File: config.mk
export PLATFORM = sky130hd
export DESIGN_NAME = hermes_input_buffer
export DESIGN_NICKNAME = d
export VERILOG_FILES = /design/src/rtl/hermes_input_buffer.sv
export SDC_FILE = /design/constraint.sdc
export NUM_CORES = 1
export LEC_CHECK = 0
export ABC_AREA = 1
export BUFFER_PORTS_ARGS = -buffer_cell sky130_fd_sc_hd__buf_2
export CAP_MARGIN = 15
export CORE_ASPECT_RATIO = 1.4
export CORE_MARGIN = 5
export CORE_UTILIZATION = 40
export DETAILED_ROUTE_END_ITERATION = 12
export GPL_TIMING_DRIVEN = 0
export MAX_ROUTING_LAYER = met4
export SETUP_SLACK_MARGIN = 0.1
export SLEW_MARGIN = 30
export SYNTH_ARGS = -nofsm -noshare
export SYNTH_HDL_FRONTEND = slang
export SYNTH_SLANG_ARGS = --single-unit
File: constraint.sdc
create_clock -name clk_i -period 3.3 [get_ports clk_i]
set_input_delay 0.165 -clock clk_i [delete_from_list [all_inputs] [get_ports clk_i]]
set_output_delay 0.165 -clock clk_i [all_outputs]
set_load 0.05 [all_outputs]
File: src/rtl/hermes_input_buffer.sv
// Hermes router per-port input stage: circular FWFT flit FIFO with link credits, plus packet FSM.
// Optional HERMES_BUFFER_OCC_EN adds occupancy_o and a sticky overflow_o.
module hermes_input_buffer #(
   parameter int FLIT_SIZE   = 32,
   parameter int BUFFER_SIZE = 8
) (
   input  logic                 clk_i,
   input  logic                 rst_ni,
   input  logic                 rx_i,
   input  logic [FLIT_SIZE-1:0] data_i,
   output logic                 credit_o,
   output logic                 req_o,
   input  logic                 ack_i,
   output logic                 sending_o,
   output logic                 tx_o,
   output logic [FLIT_SIZE-1:0] data_o,
   input  logic                 credit_i
`ifdef HERMES_BUFFER_OCC_EN
   ,
   output logic [$clog2(BUFFER_SIZE):0] occupancy_o,
   output logic                         overflow_o
`endif
);

   localparam int AW = $clog2(BUFFER_SIZE);
   localparam int PW = AW + 1;

   typedef enum logic [2:0] {S_IDLE, S_REQ, S_HEADER, S_SIZE, S_PAYLOAD} state_t;

   state_t               state_q;
   logic [PW-1:0]        wr_ptr_q, wr_ptr_d;
   logic [PW-1:0]        rd_ptr_q, rd_ptr_d;
   logic [FLIT_SIZE-1:0] mem_q [BUFFER_SIZE];
   logic [FLIT_SIZE-1:0] cnt_q;
   logic                 req_q, sending_q;
   logic                 full, empty, wr_en, rd_en;

   // Pointers carry an extra wrap bit so full and empty are distinguishable.
   assign empty    = (wr_ptr_q == rd_ptr_q);
   assign full     = (wr_ptr_q[AW-1:0] == rd_ptr_q[AW-1:0]) && (wr_ptr_q[AW] != rd_ptr_q[AW]);
   assign credit_o = !full;
   assign wr_en    = rx_i && !full;
   assign tx_o     = sending_q && !empty;
   assign rd_en    = tx_o && credit_i;
   assign data_o   = mem_q[rd_ptr_q[AW-1:0]];
   assign req_o    = req_q;
   assign sending_o = sending_q;

   assign wr_ptr_d = wr_ptr_q + PW'(wr_en);
   assign rd_ptr_d = rd_ptr_q + PW'(rd_en);

   always_ff @(posedge clk_i or negedge rst_ni) begin
      if (!rst_ni) begin
         wr_ptr_q <= '0;
         rd_ptr_q <= '0;
      end else begin
         wr_ptr_q <= wr_ptr_d;
         rd_ptr_q <= rd_ptr_d;
      end
   end

   always_ff @(posedge clk_i) begin
      if (wr_en) mem_q[wr_ptr_q[AW-1:0]] <= data_i;
   end

   // Leaving S_IDLE always costs one cycle, so sending_o is seen low between packets.
   always_ff @(posedge clk_i or negedge rst_ni) begin
      if (!rst_ni) begin
         state_q   <= S_IDLE;
         req_q     <= 1'b0;
         sending_q <= 1'b0;
         cnt_q     <= '0;
      end else begin
         case (state_q)
            S_IDLE: begin
               if (!empty) begin
                  state_q <= S_REQ;
                  req_q   <= 1'b1;
               end
            end
            S_REQ: begin
               if (ack_i) begin
                  state_q   <= S_HEADER;
                  req_q     <= 1'b0;
                  sending_q <= 1'b1;
               end
            end
            S_HEADER: begin
               if (rd_en) state_q <= S_SIZE;
            end
            S_SIZE: begin
               if (rd_en) begin
                  cnt_q <= data_o;
                  if (data_o == '0) begin
                     state_q   <= S_IDLE;
                     sending_q <= 1'b0;
                  end else begin
                     state_q <= S_PAYLOAD;
                  end
               end
            end
            S_PAYLOAD: begin
               if (rd_en) begin
                  cnt_q <= cnt_q - FLIT_SIZE'(1);
                  if (cnt_q == FLIT_SIZE'(1)) begin
                     state_q   <= S_IDLE;
                     sending_q <= 1'b0;
                  end
               end
            end
            default: begin
               state_q   <= S_IDLE;
               req_q     <= 1'b0;
               sending_q <= 1'b0;
            end
         endcase
      end
   end

`ifdef HERMES_BUFFER_OCC_EN
   logic overflow_q;

   always_ff @(posedge clk_i or negedge rst_ni) begin
      if (!rst_ni)            overflow_q <= 1'b0;
      else if (rx_i && full)  overflow_q <= 1'b1;
   end

   assign occupancy_o = wr_ptr_q - rd_ptr_q;
   assign overflow_o  = overflow_q;
`endif

endmodule

==> results of run 1 <==
[synthesized netlist by cell type, types with 2 or more instances]
cell,n
inv_1,232
xnor2_1,4
clkbuf_1,16
a21oi_1,29
nand2_1,472
buf_4,14
dfrtp_1,45
nand3_1,154
inv_2,3
buf_2,27
o21ai_0,57
o211ai_1,2
xor2_1,18
buf_1,6
nand4_1,6
o21ai_1,8
edfxtp_1,256
a211oi_1,2
nor4_1,3
nor2_1,93
nor3_1,11
ha_1,6
[cell families after synthesis]
group | synth area share, %
DFF | 63.53
xor gates and xnor gates | 1.389
adders and majority gates | 0.5412
AOI/OAI and AO/OA | 3.716
buffers and inverters | 8.722
and+or+nand+nor | 22.10
[worst max-delay path, stage by stage (launching register included)]
cell      delay, ns
dfrtp_1        0.38
buf_2          0.17
inv_2          0.21
clkbuf_1       0.59
nand2_1        0.12
nand3_1        0.11
nand2_1        0.26
inv_1          0.12
buf_2          0.27
[worst paths after layout]
check / endpoint / slack (ns) / cells past startpoint
worst max-delay path: data_o[20] / 0.32 / 8
max in group asynchronous: cnt_q[6] / 2.74 / 2
worst min register to register: rd_ptr_q[3] / 0.50 / 1
min in group asynchronous: sending_o / 0.15 / 2
worst min-delay path: req_o / 0.02 / 5
worst max register to register: sending_o / 0.55 / 14
[sequential cells by signal, indices dropped and copies added, names as in the netlist]
name / count
wr_ptr_q: 4
cnt_q: 32
mem_q: 256
req_o: 1
rd_ptr_q: 4
state_q: 3
sending_o: 1
[per-stage QoR]
stage               power, mW  cell area, um2  TNS (ns)
global route            10.17           16530         0
floorplan               5.683           13870         0
global placement        6.196           14800   -297.66
detailed placement      6.478           15240         0
CTS                     9.868           16530         0
finish                  9.815           16530         0
[where the power goes]
part	internal, mW	total (mW)	switching [mW]	leakage [nW]
clock network	1.94	3.40	1.45	0.465
registers	4.66	4.77	0.112	2.85
logic	0.490	1.65	1.16	3.98
[cell type report]
type | count | area, um2 | share of cell area (%)
multi-input combinational | 873 | 3909 | 23.64
sequential | 301 | 8813 | 53.30
clock inverter | 18 | 163.9 | 0.9913
inverter | 235 | 882.1 | 5.335
antenna | 2 | 5.005 | 0.03027
tap | 451 | 564.3 | 3.413
timing repair buffer | 119 | 1071 | 6.478
buffer | 64 | 327.8 | 1.983
clock buffer | 37 | 798.3 | 4.828
[per-layer routing]
metal	global-route usage (%)	up-vias	part of all wire, %
li1	-	5037	-
met1	24.65	4961	38
met2	37.70	372	52
met3	2.567	98	5.8
met4	7.359	0	3.6
met5	-	-	0
[repair_timing]
action | CTS | global route
hold buffers | 33 | 0
endpoints found under the setup margin | 0 | 0
hold endpoints to repair | 301 | 0
==> results.json, run 1 <==
{
  "status": "finished, final reports clean",
  "root_buffer": "clkbuf_16",
  "dp_cells": 2010,
  "yosysSeqAreaShare_pct": 63.53,
  "fin_crit_ns": 2.983,
  "most-common-layout-cells": "472 x nand2_1, 256 x edfxtp_1, 232 x inv_1",
  "grt_pass1_wl_um": 60980,
  "r2r-start": "rd_ptr_q[2]",
  "max_slew_margin_pct": 34.79,
  "vias": 10470,
  "grt_usage_pct": 21.13,
  "layout_commonest_cell": "nand2_1",
  "crit_path_start_kind": "register",
  "synth-edff-count": 256,
  "drv_slew": 0,
  "dp_slack_ns": 0.5449,
  "tritoncts": "built",
  "crit_arrival_ns": 2.82,
  "cts_buffers": 30,
  "yosysWarnings": 0,
  "irDropWorstVdd_uv": 361.3,
  "post_cts_resized": 0,
  "cts_setup_buffers": 0,
  "grt_overflow": 0,
  "netlist_instances": 1473,
  "dr.pass1.iters": 5,
  "critPathKind": "register to output port",
  "utilization_pct": 48.30,
  "routabilityCongestion": 0.9740,
  "final_hold_viol_count": 0,
  "ys_async_sr_fraction_pct": 14.95,
  "hp-start": "ack_i",
  "die_h_um": 230.3,
  "setup_violations": 0,
  "num_rows": 80,
  "synth_nets": 1516,
  "drc": 0,
  "syn_area_per_cell_um2": 9.418,
  "worstPathRequired_ns": 3.13,
  "grt_pass1_vias": 10260,
  "layout-drive-gt1-share_pct": 11.29,
  "antenna_found_initial": 2,
  "grt_max_degree": 46,
  "cts_max_level": 1,
  "synth-seq-cells": 301,
  "placement.io_buffers": 72,
  "die_x_um": 167.4,
  "synth.area.top_cells": "edfxtp_1 55%, nand2_1 13%, dfrtp_1 8.1%, inv_1 6.3%, nand3_1 5.6%",
  "ant_nets": 0,
  "area_delta_synth_final_pct": 19.19,
  "skew_ns": 0.01572,
  "nets": 1667,
  "worst_pin_slew_ns": 0.9679,
  "dieArea_um2": 38560,
  "netlist.area_leader.share_pct": 55.42,
  "coreArea_um2": 34230,
  "wirelength_um": 40190,
  "postLayoutSetupSlackWorst_ns": 0.3167,
  "dpl.hpwl_um": 28090,
  "hp-class": "primary input to register",
  "clk_pin_slew_ns": 0.06,
  "netlist_area_um2": 13870,
  "p_per_area_nw_per_um2": 593.6,
  "drv_cap": 0,
  "insertion_delay_ns": 0.57,
  "fin_crit_sh_pct": 90.40,
  "fillCellCount": 3172,
  "crit_fanout": 10,
  "ys_types": 31,
  "end_kind": "output port",
  "routedWlPerCell_um": 19.14,
  "drt_iter0_drc": 910,
  "fin_cells": 2100,
  "yosysTopAreaCell": "edfxtp_1",
  "start_util_pct": 40.52,
  "synth-main-ff-cell": "edfxtp_1",
  "clock_sinks": 301,
  "worst_hold_slack_ns": 0.01856,
  "viasPerCell": 4.985,
  "startpoint": "rd_ptr_q[1]",
  "max_freq_mhz": 335.2,
  "io-pin-count": 73,
  "power.leakage_nw": 7.294,
  "cts_buffer_depth": 3,
  "rsz0062_at_grt": "false"
}
Note: power is estimated with default switching activity, not from simulation.
==> run 2, diff against run 1 <==
CORE_UTILIZATION = 41   (was 40)
GPL_TIMING_DRIVEN = default   (was 0)
==> run 2 against run 1 <==
  * Global-route usage shrank 0.92 points
  * Sequential share of layout area up 1.1 points
  * Clock power about the same
  * First-iteration DRC count fell by 7.4%
  * Register-to-register slack got worse by 0.13 ns
  * Worst hold slack better by 0.090 ns
  * Via count down 2.2%
  * Sequential power about the same
  * Critical path depth unchanged
  * Routed wire length shrank 9.0%
  * Cell count down 2.0%
  * Power fell by 1.9%
==> results.json, run 2 (synthesis gave the netlist of run 1 again) <==
{
  "status": "finished, final reports clean",
  "cts_buffers": 30,
  "area_delta_synth_final_pct": 16.93,
  "dieArea_um2": 37670,
  "rsz0062_at_grt": "false",
  "irDropWorstVdd_uv": 408.7,
  "vias": 10240,
  "insertion_delay_ns": 0.57,
  "coreArea_um2": 33310,
  "max_freq_mhz": 336.7,
  "grt_usage_pct": 20.21,
  "cpPeakStageDelay_ns": 0.58,
  "end_kind": "output port",
  "wirelength_um": 36550,
  "nets": 1630,
  "power_frac_clock_pct": 35.0,
  "tritoncts": "built",
  "routabilityCongestion": 0.9041,
  "final_hold_viol_count": 0,
  "dpl.hpwl_um": 23520,
  "die_x_um": 165.5,
  "fin_crit_ns": 2.970,
  "drv_slew": 0,
  "cts_max_level": 1,
  "fin_crit_sh_pct": 90.00,
  "antenna_found_initial": 1,
  "grt_overflow": 0,
  "pwr-share-comb_pct": 15.3,
  "stdcell_area_um2": 16220,
  "p_per_area_nw_per_um2": 593.8,
  "power.leakage_nw": 7.138,
  "cp_slowest_cell": "buf_4",
  "ant_nets": 0,
  "layout_commonest_cell": "nand2_1",
  "critical_path.most_common_cell": "nand2_1",
  "placement.io_buffers": 72,
  "tns_ns": 0,
  "critical-path-top-delay-family": "buffers and inverters",
  "start_util_pct": 41.64,
  "critPathKind": "register to output port",
  "layout-drive-gt1-share_pct": 10.99,
  "worstPathRequired_ns": 3.13,
  "max_slew_margin_pct": 40.97,
  "routedWlPerCell_um": 17.77,
  "setup_violations": 0,
  "die_h_um": 227.6,
  "dpl_cell_area_um2": 14900,
  "largest_reg_flops": 256,
  "worst_pin_slew_ns": 0.8761,
  "dr.pass1.iters": 7,
  "crit_chain": "buf_4 > nand2_1 > nand2_1 > nand2_1 > nand3_1 > nand2_1 > inv_1 > buf_2",
  "drt_iter0_drc": 843,
  "clock_sinks": 301,
  "num_rows": 79,
  "grt_pass1_vias": 10100,
  "viasPerCell": 4.977,
  "worst-path-buf-inv": 3,
  "grt_pass1_wl_um": 56530,
  "cts_buffer_depth": 3,
  "most-common-layout-cells": "472 x nand2_1, 256 x edfxtp_1, 232 x inv_1",
  "crit_fanout": 59,
  "pwr-share-seq_pct": 49.6,
  "switchingPower_mw": 2.698,
  "drc": 0,
  "intPower_mw": 6.935,
  "root_buffer": "clkbuf_16",
  "io-pin-count": 73,
  "clk_pin_slew_ns": 0.06,
  "drv_cap": 0,
  "grt_max_degree": 67,
  "crit_arrival_ns": 2.80,
  "p_sw_share_pct": 28.01,
  "hp-class": "primary input to asynchronous set/reset pin",
  "crit_path_start_kind": "register",
  "skew_ns": 0.01672
}
-- run 2: timing repair --
item / CTS / global route
hold buffers: 35 / 0
setup buffers: 0 / 0
hold endpoints to repair: 281 / 0
gates resized for setup: 0 / 1
setup endpoints to repair: 0 / 6
-- run 2: power by group through the flow --
stage | combinational (mW) | clock [mW] | sequential [mW]
2_1_floorplan | 0.839 | 0 | 4.84
3_5_place_dp | 1.46 | 0 | 4.86
5_1_grt | 1.62 | 3.59 | 4.82
3_3_place_gp | 1.45 | 0 | 4.85
6_report | 1.48 | 3.37 | 4.78
4_1_cts | 1.50 | 3.45 | 4.78
-- run 2: final cells by class --
type / instances / area (um2)
inverter: 235 / 884.6
clock inverter: 23 / 207.7
timing repair buffer: 146 / 1079
tap: 445 / 556.8
antenna: 1 / 2.502
sequential: 301 / 8820
clock buffer: 33 / 762.0
multi-input combinational: 873 / 3909
fill: 3075 / 17090
-- run 2: worst paths after layout --
kind / start / end / slack, ns / cells past startpoint
setup / recovery: rd_ptr_q[0] / data_o[29] / 0.33 / 8
hold / removal: rst_ni / cnt_q[30] / 0.11 / 2
setup reg to reg: rd_ptr_q[0] / sending_o / 0.42 / 14
hold reg to reg: wr_ptr_q[3] / wr_ptr_q[3] / 0.49 / 1
max in group asynchronous: rst_ni / cnt_q[1] / 2.45 / 3
min in group clk_i: credit_i / rd_ptr_q[0] / 0.13 / 4
-- run 2: layer usage --
metal | vias up | GRT usage, % | share of wire [%]
met5 | - | - | 0
met1 | 4881 | 24.44 | 41
met3 | 97 | 3.446 | 6.2
met4 | 0 | 8.600 | 4.2
met2 | 313 | 33.53 | 49
li1 | 4947 | - | -
-- run 2: worst reg2reg max path: stages, from the launching register on --
cell and delay (ns):
dfrtp_4 0.57, buf_4 0.59, nand2_1 0.15, nand3_1 0.10, nand3_1 0.08, nand2_1 0.26, nand2_1 0.09, nor2_1 0.27
nand2_1 0.08, nor2_1 0.14, nand2_1 0.17, nand2_1 0.12, nand2_1 0.05, nand2_1 0.05, nand2_1 0.04
-- run 2: metrics by stage --
stage | util, % | setup WS [ns] | hold WS (ns) | total power, mW | instances
2_1_floorplan | - | 0.001961 | -0.1306 | 5.683 | 1473
3_3_place_gp | 44.72 | 0.2986 | 0.1869 | 6.297 | 1965
3_5_place_dp | 44.72 | 0.3141 | 0.1880 | 6.321 | 1965
4_1_cts | 48.68 | 0.1653 | 0.09998 | 9.728 | 2056
5_1_grt | 48.69 | 0.1276 | 0.1500 | 10.03 | 2057
6_report | 48.69 | 0.3301 | 0.1086 | 9.632 | 2057
